--- config.mk ---
export PLATFORM = sky130hd
export DESIGN_NAME = evbox_out_pulser_flat
export DESIGN_NICKNAME = d
export VERILOG_FILES = /design/src/rtl/evbox_out_pulser_if.sv /design/src/rtl/evbox_out_pulser.sv /design/src/flat_wrapper.sv
export SDC_FILE = /design/constraint.sdc
export NUM_CORES = 1
export LEC_CHECK = 0
export ABC_AREA = 1
export ABC_CLOCK_PERIOD_IN_PS = 4300
export BUFFER_PORTS_ARGS = -buffer_cell sky130_fd_sc_hd__buf_2
export CELL_PAD_IN_SITES_DETAIL_PLACEMENT = 1
export CELL_PAD_IN_SITES_GLOBAL_PLACEMENT = 1
export CORE_AREA = 4 4 108 110
export CTS_CLUSTER_SIZE = 8
export DETAILED_ROUTE_END_ITERATION = 10
export DIE_AREA = 0 0 112 114
export GPL_TIMING_DRIVEN = 1
export HOLD_SLACK_MARGIN = 0.02
export PLACE_DENSITY_LB_ADDON = 0.15
export SLEW_MARGIN = 10
export SYNTH_ARGS = -nofsm -noshare
export SYNTH_HDL_FRONTEND = slang
export SYNTH_SLANG_ARGS = --single-unit
--- constraint.sdc ---
create_clock -name clk -period 4.3 [get_ports clk]
set_input_delay 0.43 -clock clk [delete_from_list [all_inputs] [get_ports clk]]
set_output_delay 0.43 -clock clk [all_outputs]
set_load 0.01 [all_outputs]
--- src/rtl/evbox_out_pulser_if.sv ---
// Event-output bundle between the event-register block and the pin driver.
// The master side supplies requests and configuration; the slave (driver)
// returns the registered pin levels and per-channel busy flags.
interface evbox_out_pulser_if #(
  parameter int N  = 4,
  parameter int CW = 16
);
  logic [N-1:0]   data_out;
  logic [2*N-1:0] mode;
  logic [N-1:0]   polarity;
  logic [CW-1:0]  pulse_width;
  logic [N-1:0]   io_port;
  logic [N-1:0]   busy;

  modport master (
    output data_out, mode, polarity, pulse_width,
    input  io_port, busy
  );

  modport slave (
    input  data_out, mode, polarity, pulse_width,
    output io_port, busy
  );
endinterface

--- src/rtl/evbox_out_pulser.sv ---
// N-channel event output driver. Each channel drives its pin from data_out
// as a level, a one-shot pulse on rising edges, a one-shot pulse on any edge,
// or holds it inactive. Per-channel polarity is applied in the output register.
module evbox_out_pulser #(
  parameter int N         = 4,
  parameter int CW        = 16,
  parameter int RETRIGGER = 0
) (
  input  logic             clk,
  input  logic             reset_n,
  evbox_out_pulser_if.slave bus
);

  typedef enum logic {IDLE = 1'b0, PULSE = 1'b1} state_t;

  localparam logic [1:0] M_LEVEL = 2'b00;
  localparam logic [1:0] M_RISE  = 2'b01;
  localparam logic [1:0] M_EDGE  = 2'b10;

  // A zero width would never reach the cnt==1 exit, so it is promoted to one cycle.
  function automatic logic [CW-1:0] load_width(input logic [CW-1:0] pw);
    return (pw == '0) ? CW'(1) : pw;
  endfunction

  state_t         st      [N];
  state_t         st_nxt  [N];
  logic [CW-1:0]  cnt     [N];
  logic [CW-1:0]  cnt_nxt [N];
  logic [N-1:0]   hist;
  logic           primed;
  logic [2*N-1:0] mode_q;
  logic [N-1:0]   io_q;
  logic [N-1:0]   busy_q;

  logic [N-1:0]   rise;
  logic [N-1:0]   any_edge;
  logic [N-1:0]   mode_chg;
  logic [N-1:0]   trig;
  logic [N-1:0]   act;

  // Per-channel edge detection and trigger qualification under the current mode.
  for (genvar g = 0; g < N; g++) begin : g_edge
    assign rise[g]     = primed & bus.data_out[g] & ~hist[g];
    assign any_edge[g] = primed & (bus.data_out[g] ^ hist[g]);
    assign mode_chg[g] = (bus.mode[2*g +: 2] != mode_q[2*g +: 2]);
    assign trig[g]     = ((bus.mode[2*g +: 2] == M_RISE) & rise[g]) |
                         ((bus.mode[2*g +: 2] == M_EDGE) & any_edge[g]);
  end

  // Next-state, counter and active level; a mode change drops the channel back
  // to IDLE first so a coincident edge is judged under the new mode.
  always_comb begin
    for (int i = 0; i < N; i++) begin
      st_nxt[i]  = IDLE;
      cnt_nxt[i] = '0;
      act[i]     = 1'b0;
      if (trig[i] && (!(st[i] == PULSE && !mode_chg[i]) || (RETRIGGER != 0))) begin
        st_nxt[i]  = PULSE;
        cnt_nxt[i] = load_width(bus.pulse_width);
      end else if (st[i] == PULSE && !mode_chg[i] && cnt[i] != CW'(1)) begin
        st_nxt[i]  = PULSE;
        cnt_nxt[i] = cnt[i] - CW'(1);
      end
      case (bus.mode[2*i +: 2])
        M_LEVEL: act[i] = bus.data_out[i];
        M_RISE,
        M_EDGE:  act[i] = (st_nxt[i] == PULSE);
        default: act[i] = 1'b0;
      endcase
    end
  end

  // Channel state, edge history and registered pin/busy outputs.
  always_ff @(posedge clk or negedge reset_n) begin
    if (!reset_n) begin
      for (int i = 0; i < N; i++) begin
        st[i]  <= IDLE;
        cnt[i] <= '0;
      end
      hist   <= '0;
      primed <= 1'b0;
      mode_q <= '0;
      io_q   <= '0;
      busy_q <= '0;
    end else begin
      for (int i = 0; i < N; i++) begin
        st[i]     <= st_nxt[i];
        cnt[i]    <= cnt_nxt[i];
        busy_q[i] <= (st_nxt[i] == PULSE);
      end
      hist   <= bus.data_out;
      primed <= 1'b1;
      mode_q <= bus.mode;
      io_q   <= act ^ bus.polarity;
    end
  end

  assign bus.io_port = io_q;
  assign bus.busy    = busy_q;

endmodule
--- src/flat_wrapper.sv ---
// flat-port wrapper written by rule: the top's interface ports become plain ports
module evbox_out_pulser_flat 
#(
  parameter int N         = 4,
  parameter int CW        = 16,
  parameter int RETRIGGER = 0
)
  (clk, reset_n, bus_data_out, bus_mode, bus_polarity, bus_pulse_width, bus_io_port, bus_busy);
  evbox_out_pulser_if #(.N(N), .CW(CW)) bus_i ();
  input  logic clk;
  input  logic reset_n;
  input wire logic [$bits(bus_i.data_out)-1:0] bus_data_out;
  input wire logic [$bits(bus_i.mode)-1:0] bus_mode;
  input wire logic [$bits(bus_i.polarity)-1:0] bus_polarity;
  input wire logic [$bits(bus_i.pulse_width)-1:0] bus_pulse_width;
  output wire logic [$bits(bus_i.io_port)-1:0] bus_io_port;
  output wire logic [$bits(bus_i.busy)-1:0] bus_busy;
  assign bus_i.data_out = bus_data_out;
  assign bus_i.mode = bus_mode;
  assign bus_i.polarity = bus_polarity;
  assign bus_i.pulse_width = bus_pulse_width;
  assign bus_io_port = bus_i.io_port;
  assign bus_busy = bus_i.busy;
  evbox_out_pulser #(.N(N), .CW(CW), .RETRIGGER(RETRIGGER)) u_core (.clk(clk), .reset_n(reset_n), .bus(bus_i));
endmodule
Word-level counts from Yosys, hierarchy flattened
Cells that the tools add are included.
Storage, ports and cells
  output and inout port bits: 8
  logic and storage cells: 116
  flip-flop bits (word level): 89
Operators by class
  eq/ne operators: 16
  add/subtract/negate cells: 4
  bitwise gates (word level): 33
  reductions and logical operators: 29
  muxes and demuxes: 21
Operators with widths (number)
  $mux 16: 9
  $ne 16x1->1 const B: 4
  $sub 16x1->16 const B: 4
  $and 1x1->1: 20
  $logic_not 16->1: 1
  $logic_and 1x1->1: 12
  $eq 2x1->1 const B: 4
  $eq 2x2->1 const B: 4
  $logic_not 1->1: 8
  $logic_not 2->1: 4
  $mux 1: 8
  $ne 2x2->1: 4
  $pmux 1 s2: 4
  $reduce_or 2->1: 4
  $not 1->1: 4
  $or 1x1->1: 4
  $xor 1x1->1: 4
  $xor 4x4->4: 1

Depth between registers and ports, before layout
Gate-level depths: netlist (run 1).
  depth after elaboration: 8
  depth in mapped cells: 13
  depth with buffers taken out: 13

Least setup slack after synthesis (run 1)
No wires, ideal clock.
  path kind: input to register
  from: input bus_mode[4]
  to: register u_core.io_q[2], in the netlist u_core.bus.io_port[2]
  cell stages on the path: 13
  data required time: 4184 ps
  data arrival time: 1329 ps
  setup slack: 2854 ps
  setup time: 116 ps
  cell sequence: inv_1 ha_1 inv_1 nand2_1 nand3_1 nor2_1 nand2_1 nand2_2 nand2_1 nand2_1 nand2_1 nand2_1 nand2_1
RTL lines
  start, declared: RTL line flat_wrapper.sv:13  | input wire logic [$bits(bus_i.mode)-1:0] bus_mode;
  end signal, assigned: RTL line evbox_out_pulser.sv:94  | io_q <= act ^ bus.polarity;
  end, declared: RTL line evbox_out_pulser.sv:32  | logic [N-1:0] io_q;

==> metrics.md, run 1 <==
| Metric | Value |
|---|---|
| Hold Vio Cnt, Final | `0` |
| CTS tree | `done` |
| Remaining global-route overflow | `0` |
| Drt drc | `0` |
| Seq/Total Area, Yosys | `0.425` |
| Antenna violations before repair | `0` |
| Layout overhead on the synthesized area | `11.7%` |
| Skew-Pair Late Insertion Delay | `370 ps` |
| Routed Wire Length | `13600 um` |
| Synth warnings | `0` |
| Setup Buffers After CTS | `0` |
| Crit-path cells | `buf_2 > inv_1 > ha_1 > inv_1 > nand2_1 > nand3_1 > nor2_1 > nand2_1 > nand2_2 > nand2_1 > nand2_1 > nand2_1 > nand2_1 > nand2_1` |
| Die area | `12800 um^2` |
| Register area | `2130 um^2` |
| Largest net degree at the start of global routing | `56` |
| Final ANT Viol Nets | `0` |
| Setup Skew | `11.5 ps` |
| Row count | `38` |
| Post-layout min period | `1760 ps` |
| Max-Slew Margin vs Limit | `0.504` |
| Clock sinks | `85` |
| Synth cell count leaders | `nand2_1, inv_1, dfrtp_1` |
| Die height | `114 um` |
| Startpoint types | `input pin` |
| Yosys top cell area share | `0.425` |
| Core area | `10700 um^2` |
| Post-Synthesis Cells | `636` |
| Post-synthesis instance area | `5000 um^2` |
| # IOs | `42` |
| Max-slew violation count | `0` |
| Layout cells sized above 1 | `0.137` |
| Syn Nets | `694` |
| Critical path's slowest cell | `nand2_1` |
| CTS Hold Bufs | `0` |
| Htree depth | `3` |
| RSZ-0062 raised after global routing | `false` |
| Static leakage | `3.07 nW` |
| Routed WL per cell | `16.5 um` |
| CTS clk-pin slew, worst paths | `80 ps` |
| Die Span X | `112 um` |
| CP Class | `input pin to flip-flop` |
| Slew @ Worst Pin | `745 ps` |
| Crit. End Element | `flip-flop` |
| Fill cell count | `1357` |
| All-Layer GR Usage | `0.225` |
| Delay of the slowest cell on the worst path | `360 ps` |
| Final Util | `0.522` |
| Final setup fails | `0` |
| CP most frequent cell | `nand2_1` |
| DR vias/cell | `5.16` |
| Synth Area per Inst | `7.87 um^2` |
| Hold Path Class | `input pin to asynchronous set/reset pin` |
| Vias in the first global route | `4743` |
| Multi-input logic area | `2450 um^2` |
| CP max FO | `15` |
| Fin nets | `739` |
| Port buffer count | `41` |
| Pwr dens | `366 nW/um^2` |
| Synth cell types | `31` |
| Synth top area cells | `dfrtp_1, nand2_1, inv_1` |
| Wire length of the first global-routing pass | `22900 um` |
| Required time worst endpoint | `4570 ps` |
| Setup tns final | `0 ps` |
| Status | `finished, final reports clean` |
| Maximum clock insertion buffer count | `2` |
| Max-Cap Viols | `0` |
| Max Fclk | `569 MHz` |
| Ant diodes | `0` |
| Biggest area consumer among synthesized cells | `dfrtp_1` |
| CTS Root Cell | `clkbuf_8` |
| Crit path DAT | `2020 ps` |
| Routability-driven placement congestion ratio | `0.806` |
| Routed vias | `4262` |
| FFs w/ async S/R, synth | `1.00` |
| Tcrit/Tclk final | `0.409` |
| Starting Density | `0.468` |
| Ys flop type | `dfrtp_1` |
| Worst path bufs/invs | `3` |
| Peak supply drop | `0.182 mV` |
| Initial DRC count | `138` |
| CTS resizes | `0` |
| Dpl hpwl | `10100 um` |
| Most common cell in the netlist | `nand2_1` |
| Number of flops mapped to enable cells by yosys | `0` |
| Synth Register Bits | `85` |
| CTS Buf Count | `9` |
| Cell family with most CP delay | `simple AND/OR/NAND/NOR gates` |
| DRT Pass-1 Iters | `4` |
==> worst reg2reg max path: stages, from the launching register on <==
cell     delay [ps]
dfrtp_1         490
nand3_1         110
nor2_1          120
nand2_1         360
nand2_2         210
nand2_1          70
nand2_1          80
nand2_1          50
nand2_1          50
nand2_1          40
==> placed cells by master (no fill, tap or decap), drive strengths merged <==
cell type and instances:
nand4 5, a21oi 13, nand2 144, a21boi 4, xnor2 16, clkbuf 12
clkinv 1, buf 42, ha 24, o21ai 31, nand3 48, inv 100
bufinv 3, a31oi 1, dfrtp 85, o22ai 37, nor4 1, xor2 19
conb 1, nor2 85, o21bai 5, nor3 7, nand3b 2
==> state kept, by name, summed over array words and instances, names as in the netlist <==
| signal | cells |
|---|---|
| u_core.bus.io_port | 4 |
| u_core.mode_q | 8 |
| u_core.primed | 1 |
| u_core.hist | 4 |
| u_core.cnt | 64 |
| u_core.bus.busy | 4 |
==> per-stage QoR <==
stage | total power, mW | setup WS [ps] | hold slack [ps] | std cells | instance area, um^2
detailed placement | 1.36 | 2140 | 495 | 810 | 5350
finish | 2.04 | 2540 | 116 | 826 | 5590
floorplan | 1.22 | 2850 | 134 | 636 | 5000
global route | 2.17 | 2370 | 167 | 826 | 5590
CTS | 2.06 | 2530 | 146 | 826 | 5590
global placement | 1.33 | 2250 | 493 | 810 | 5350
==> cell families after synthesis <==
family,count (synthesis),share of synthesized area
other,1,0.000750
and+or+nand+nor,292,0.262
adders and majority gates,24,0.0600
DFF,85,0.425
xor gates and xnor gates,35,0.0613
buffers and inverters,108,0.0840
AOI/OAI and AO/OA,91,0.106
==> area by class of cell <==
type,count,area share
inverter,100,0.0672
clock buffer,12,0.0260
tap,140,0.0313
timing repair buffer,42,0.0385
multi-input combinational,443,0.439
sequential,85,0.381
clock inverter,4,0.0170
==> per-layer routing <==
metal	part of all wire	global-route usage
met5	0	0
met3	0.030	0.0361
met2	0.52	0.409
met1	0.42	0.269
met4	0.023	0.0865
==> final timing paths <==
path	startpoint	endpoint	slack, ps	depth (start not counted)
max	bus_mode[2]	u_core.bus.io_port[1]	2540	14
min	reset_n	u_core.mode_q[5]	120	1
max reg2reg	u_core.primed	u_core.bus.io_port[1]	2620	9
min reg2reg	u_core.cnt[0]	u_core.cnt[0]	510	1
max in group asynchronous	reset_n	u_core.cnt[26]	3280	2
min in group clk	bus_data_out[0]	u_core.hist[0]	180	1
==> power by group <==
part | switching (mW) | total [mW] | internal, mW | leakage [nW]
registers | 0.0341 | 0.873 | 0.838 | 1.13
clock network | 0.299 | 0.700 | 0.402 | 0.121
logic | 0.300 | 0.470 | 0.170 | 1.81
Power figures use the tool's default switching activity.
==> run 2, diff against run 1 <==
--- a/config.mk
+++ b/config.mk
@@ -6,14 +6,14 @@
 export NUM_CORES = 1
 export LEC_CHECK = 0
 export ABC_AREA = 1
-export ABC_CLOCK_PERIOD_IN_PS = 4300
+export ABC_CLOCK_PERIOD_IN_PS = 1500
 export BUFFER_PORTS_ARGS = -buffer_cell sky130_fd_sc_hd__buf_2
 export CELL_PAD_IN_SITES_DETAIL_PLACEMENT = 1
 export CELL_PAD_IN_SITES_GLOBAL_PLACEMENT = 1
-export CORE_AREA = 4 4 108 110
+export CORE_AREA = 4 4 116 118
 export CTS_CLUSTER_SIZE = 8
 export DETAILED_ROUTE_END_ITERATION = 10
-export DIE_AREA = 0 0 112 114
+export DIE_AREA = 0 0 120 122
 export GPL_TIMING_DRIVEN = 1
 export HOLD_SLACK_MARGIN = 0.02
 export PLACE_DENSITY_LB_ADDON = 0.15
==> constraint.sdc (replaced) <==
create_clock -name clk -period 1.5 [get_ports clk]
set_input_delay 0.15 -clock clk [delete_from_list [all_inputs] [get_ports clk]]
set_output_delay 0.15 -clock clk [all_outputs]
set_load 0.01 [all_outputs]
==> run 2 against run 1 <==
Compared with the run above:
- critical path depth down 6
- clock power rose to 3.2 times the previous value
- count of clock-buffer cells in the layout is 3 lower
- worst setup slack lost 2500 ps
- cell count is 13% higher
- flip-flop and latch count did not move
- sequential share of layout area down 5.5 points
==> metrics.md, run 2 (synthesis gave the netlist of run 1 again) <==
| Metric | Value |
|---|---|
| Sw power | `2.18 mW` |
| Initial DRC count | `226` |
| Fin worst setup slack | `7.89 ps` |
| Status | `finished, final reports clean` |
| Static leakage | `3.49 nW` |
| Final Util | `0.526` |
| Delay of the slowest cell on the worst path | `450 ps` |
| Reg2reg path depth | `8` |
| Hold Path Class | `input pin to flip-flop` |
| DRT Pass-1 Iters | `4` |
| Peak supply drop | `0.423 mV` |
| Internal power | `4.28 mW` |
| Pre-CTS setup slack | `-20.4 ps` |
| Fin nets | `815` |
| Max-slew violation count | `0` |
| DR vias/cell | `5.04` |
| Ant diodes | `0` |
| Crit-path cells | `nor2_4 > nand2_2 > nor2_2 > nand2_1 > nand2_2 > inv_1 > nand3b_1 > o21ai_0` |
| Row count | `41` |
| Required time worst endpoint | `1730 ps` |
| RSZ-0062 raised after global routing | `true` |
| Port buffer count | `41` |
| Critical path's slowest cell | `dfrtp_2` |
| Startpoint types | `flip-flop` |
| Die Span X | `120 um` |
| Sequential power share | `0.390` |
| FF-to-FF End | `u_core.cnt[44]` |
| Antenna violations before repair | `0` |
| Pwr dens | `986 nW/um^2` |
| CP most frequent cell | `nand2_2` |
| Cell Count, Final, Fillers Out | `934` |
| Vias in the first global route | `4866` |
| Routed WL per cell | `16.7 um` |
| Clock Power Share | `0.350` |
| Largest Register | `u_core.cnt` |
| Drt drc | `0` |
| Hold Vio Cnt, Final | `0` |
| Inst Count DP | `874` |
| Worst setup startpoint | `u_core.cnt[37]` |
| Post-layout min period | `1490 ps` |
| Max-Cap Viols | `0` |
| Worst R2R Setup Slack | `8 ps` |
| Worst reg2reg path startpoint | `u_core.cnt[37]` |
| Largest net degree at the start of global routing | `49` |
| Maximum clock insertion buffer count | `2` |
| Leading cell types in the layout, fill and taps excluded | `nand2_1, inv_1, dfrtp_1` |
| Skew-Pair Late Insertion Delay | `360 ps` |
| Cell family with most CP delay | `simple AND/OR/NAND/NOR gates` |
| Clock sinks | `85` |
| All-Layer GR Usage | `0.211` |
| Wire length of the first global-routing pass | `24300 um` |
| Core area | `12500 um^2` |
| Hold path depth | `3` |
| Final Total Pwr | `6.46 mW` |
| Hold Startpoint | `bus_pulse_width[12]` |
| Routed vias | `4708` |
| Worst path bufs/invs | `1` |
| Final ANT Viol Nets | `0` |
| # IOs | `42` |
| CTS Buf Count | `9` |
| Layout cells sized above 1 | `0.272` |
| Remaining global-route overflow | `0` |
| CP max FO | `5` |
| Layout overhead on the synthesized area | `31.0%` |
| CTS tree | `done` |
| Commonest non-fill, non-tap cell in the layout | `nand2_1` |
| Tcrit/Tclk final | `0.995` |
| Routed Wire Length | `15600 um` |
| Sw Share | `0.337` |
| Starting Density | `0.401` |
| Crit. End Element | `flip-flop` |
| Htree depth | `3` |
| Min-Delay Endpoint | `u_core.cnt[28]` |
| CTS Root Cell | `clkbuf_16` |
| Gate power share | `0.260` |
| Final setup fails | `0` |
| Dpl hpwl | `10900 um` |
| CTS clk-pin slew, worst paths | `70 ps` |
| Die area | `14600 um^2` |
| CP Class | `flip-flop to flip-flop` |
| Crit path DAT | `1720 ps` |
| Routability-driven placement congestion ratio | `0.851` |
| Max Fclk | `670 MHz` |
| Die height | `122 um` |
| Max reg flops | `64` |
| Largest regs | `u_core.cnt x64, u_core.mode_q x8` |
| Setup Skew | `7.83 ps` |
-- run 2: cell count changes in the layout (fill, tap and decap cells not counted), sizes merged --
cell,before,now
inv,100,106
dlygate4sd3,0,18
buf,42,100
clkbuf,12,9
bufinv,3,0
-- run 2: layout make-up --
class | count | area (um^2)
repair buffers | 118 | 876
fillers | 1530 | 5910
clock buffers | 9 | 225
multi-input cells | 443 | 2660
well taps | 172 | 215
flip-flops and latches | 85 | 2140
clock inverters | 7 | 63.8
inverters | 100 | 375
-- run 2: metrics by stage --
stage / area, um^2 / hold slack, ps / TNS, ps
2_1_floorplan: 5000 / -146 / 0
3_3_place_gp: 5670 / 77.5 / 0
3_5_place_dp: 5670 / 78.0 / -20.4
4_1_cts: 6140 / 50.1 / 0
5_1_grt: 6550 / 79.1 / -564
6_report: 6550 / 62.4 / 0
-- run 2: how the worst max path moves through the flow --
stage / to / slack [ps] / cells past startpoint
after floorplan: u_core.cnt[46] / 150 / 8
after global placement: u_core.cnt[46] / 30 / 8
after detailed placement: u_core.bus.io_port[0] / -20 / 14
after CTS: u_core.cnt[37] / 0.9 / 8
after global routing: u_core.bus.io_port[1] / -80 / 10
final: u_core.cnt[44] / 8 / 8
-- run 2: metal layers --
layer	GRT usage	vias up	share of wire
met1	0.265	2327	0.42
met5	0	-	0
met4	0.0795	0	0.024
li1	-	2282	-
met3	0.0306	25	0.045
met2	0.371	74	0.51
-- run 2: power by group through the flow --
stage	sequential, mW	combinational [mW]	clock [mW]
after floorplan	2.53	0.953	0
after global placement	2.54	1.39	0
after detailed placement	2.54	1.44	0
after CTS	2.50	1.49	2.30
after global routing	2.54	1.87	2.40
final	2.52	1.68	2.26
-- run 2: worst reg2reg max path: stages (launching register included) --
cell	delay, ps
dfrtp_2	450
nor2_4	130
nand2_2	90
nor2_2	150
nand2_1	80
nand2_2	130
inv_1	130
nand3b_1	100
o21ai_0	100
-- run 2: repair_timing --
item                                   in CTS  in global routing
cloned                                      0                  0
gates resized for setup                     3                 72
setup endpoints to repair                   3                 59
pin swaps                                   0                 36
hold buffers                               18                  0
setup buffers                               0                 26
endpoints found under the hold margin      43                  0
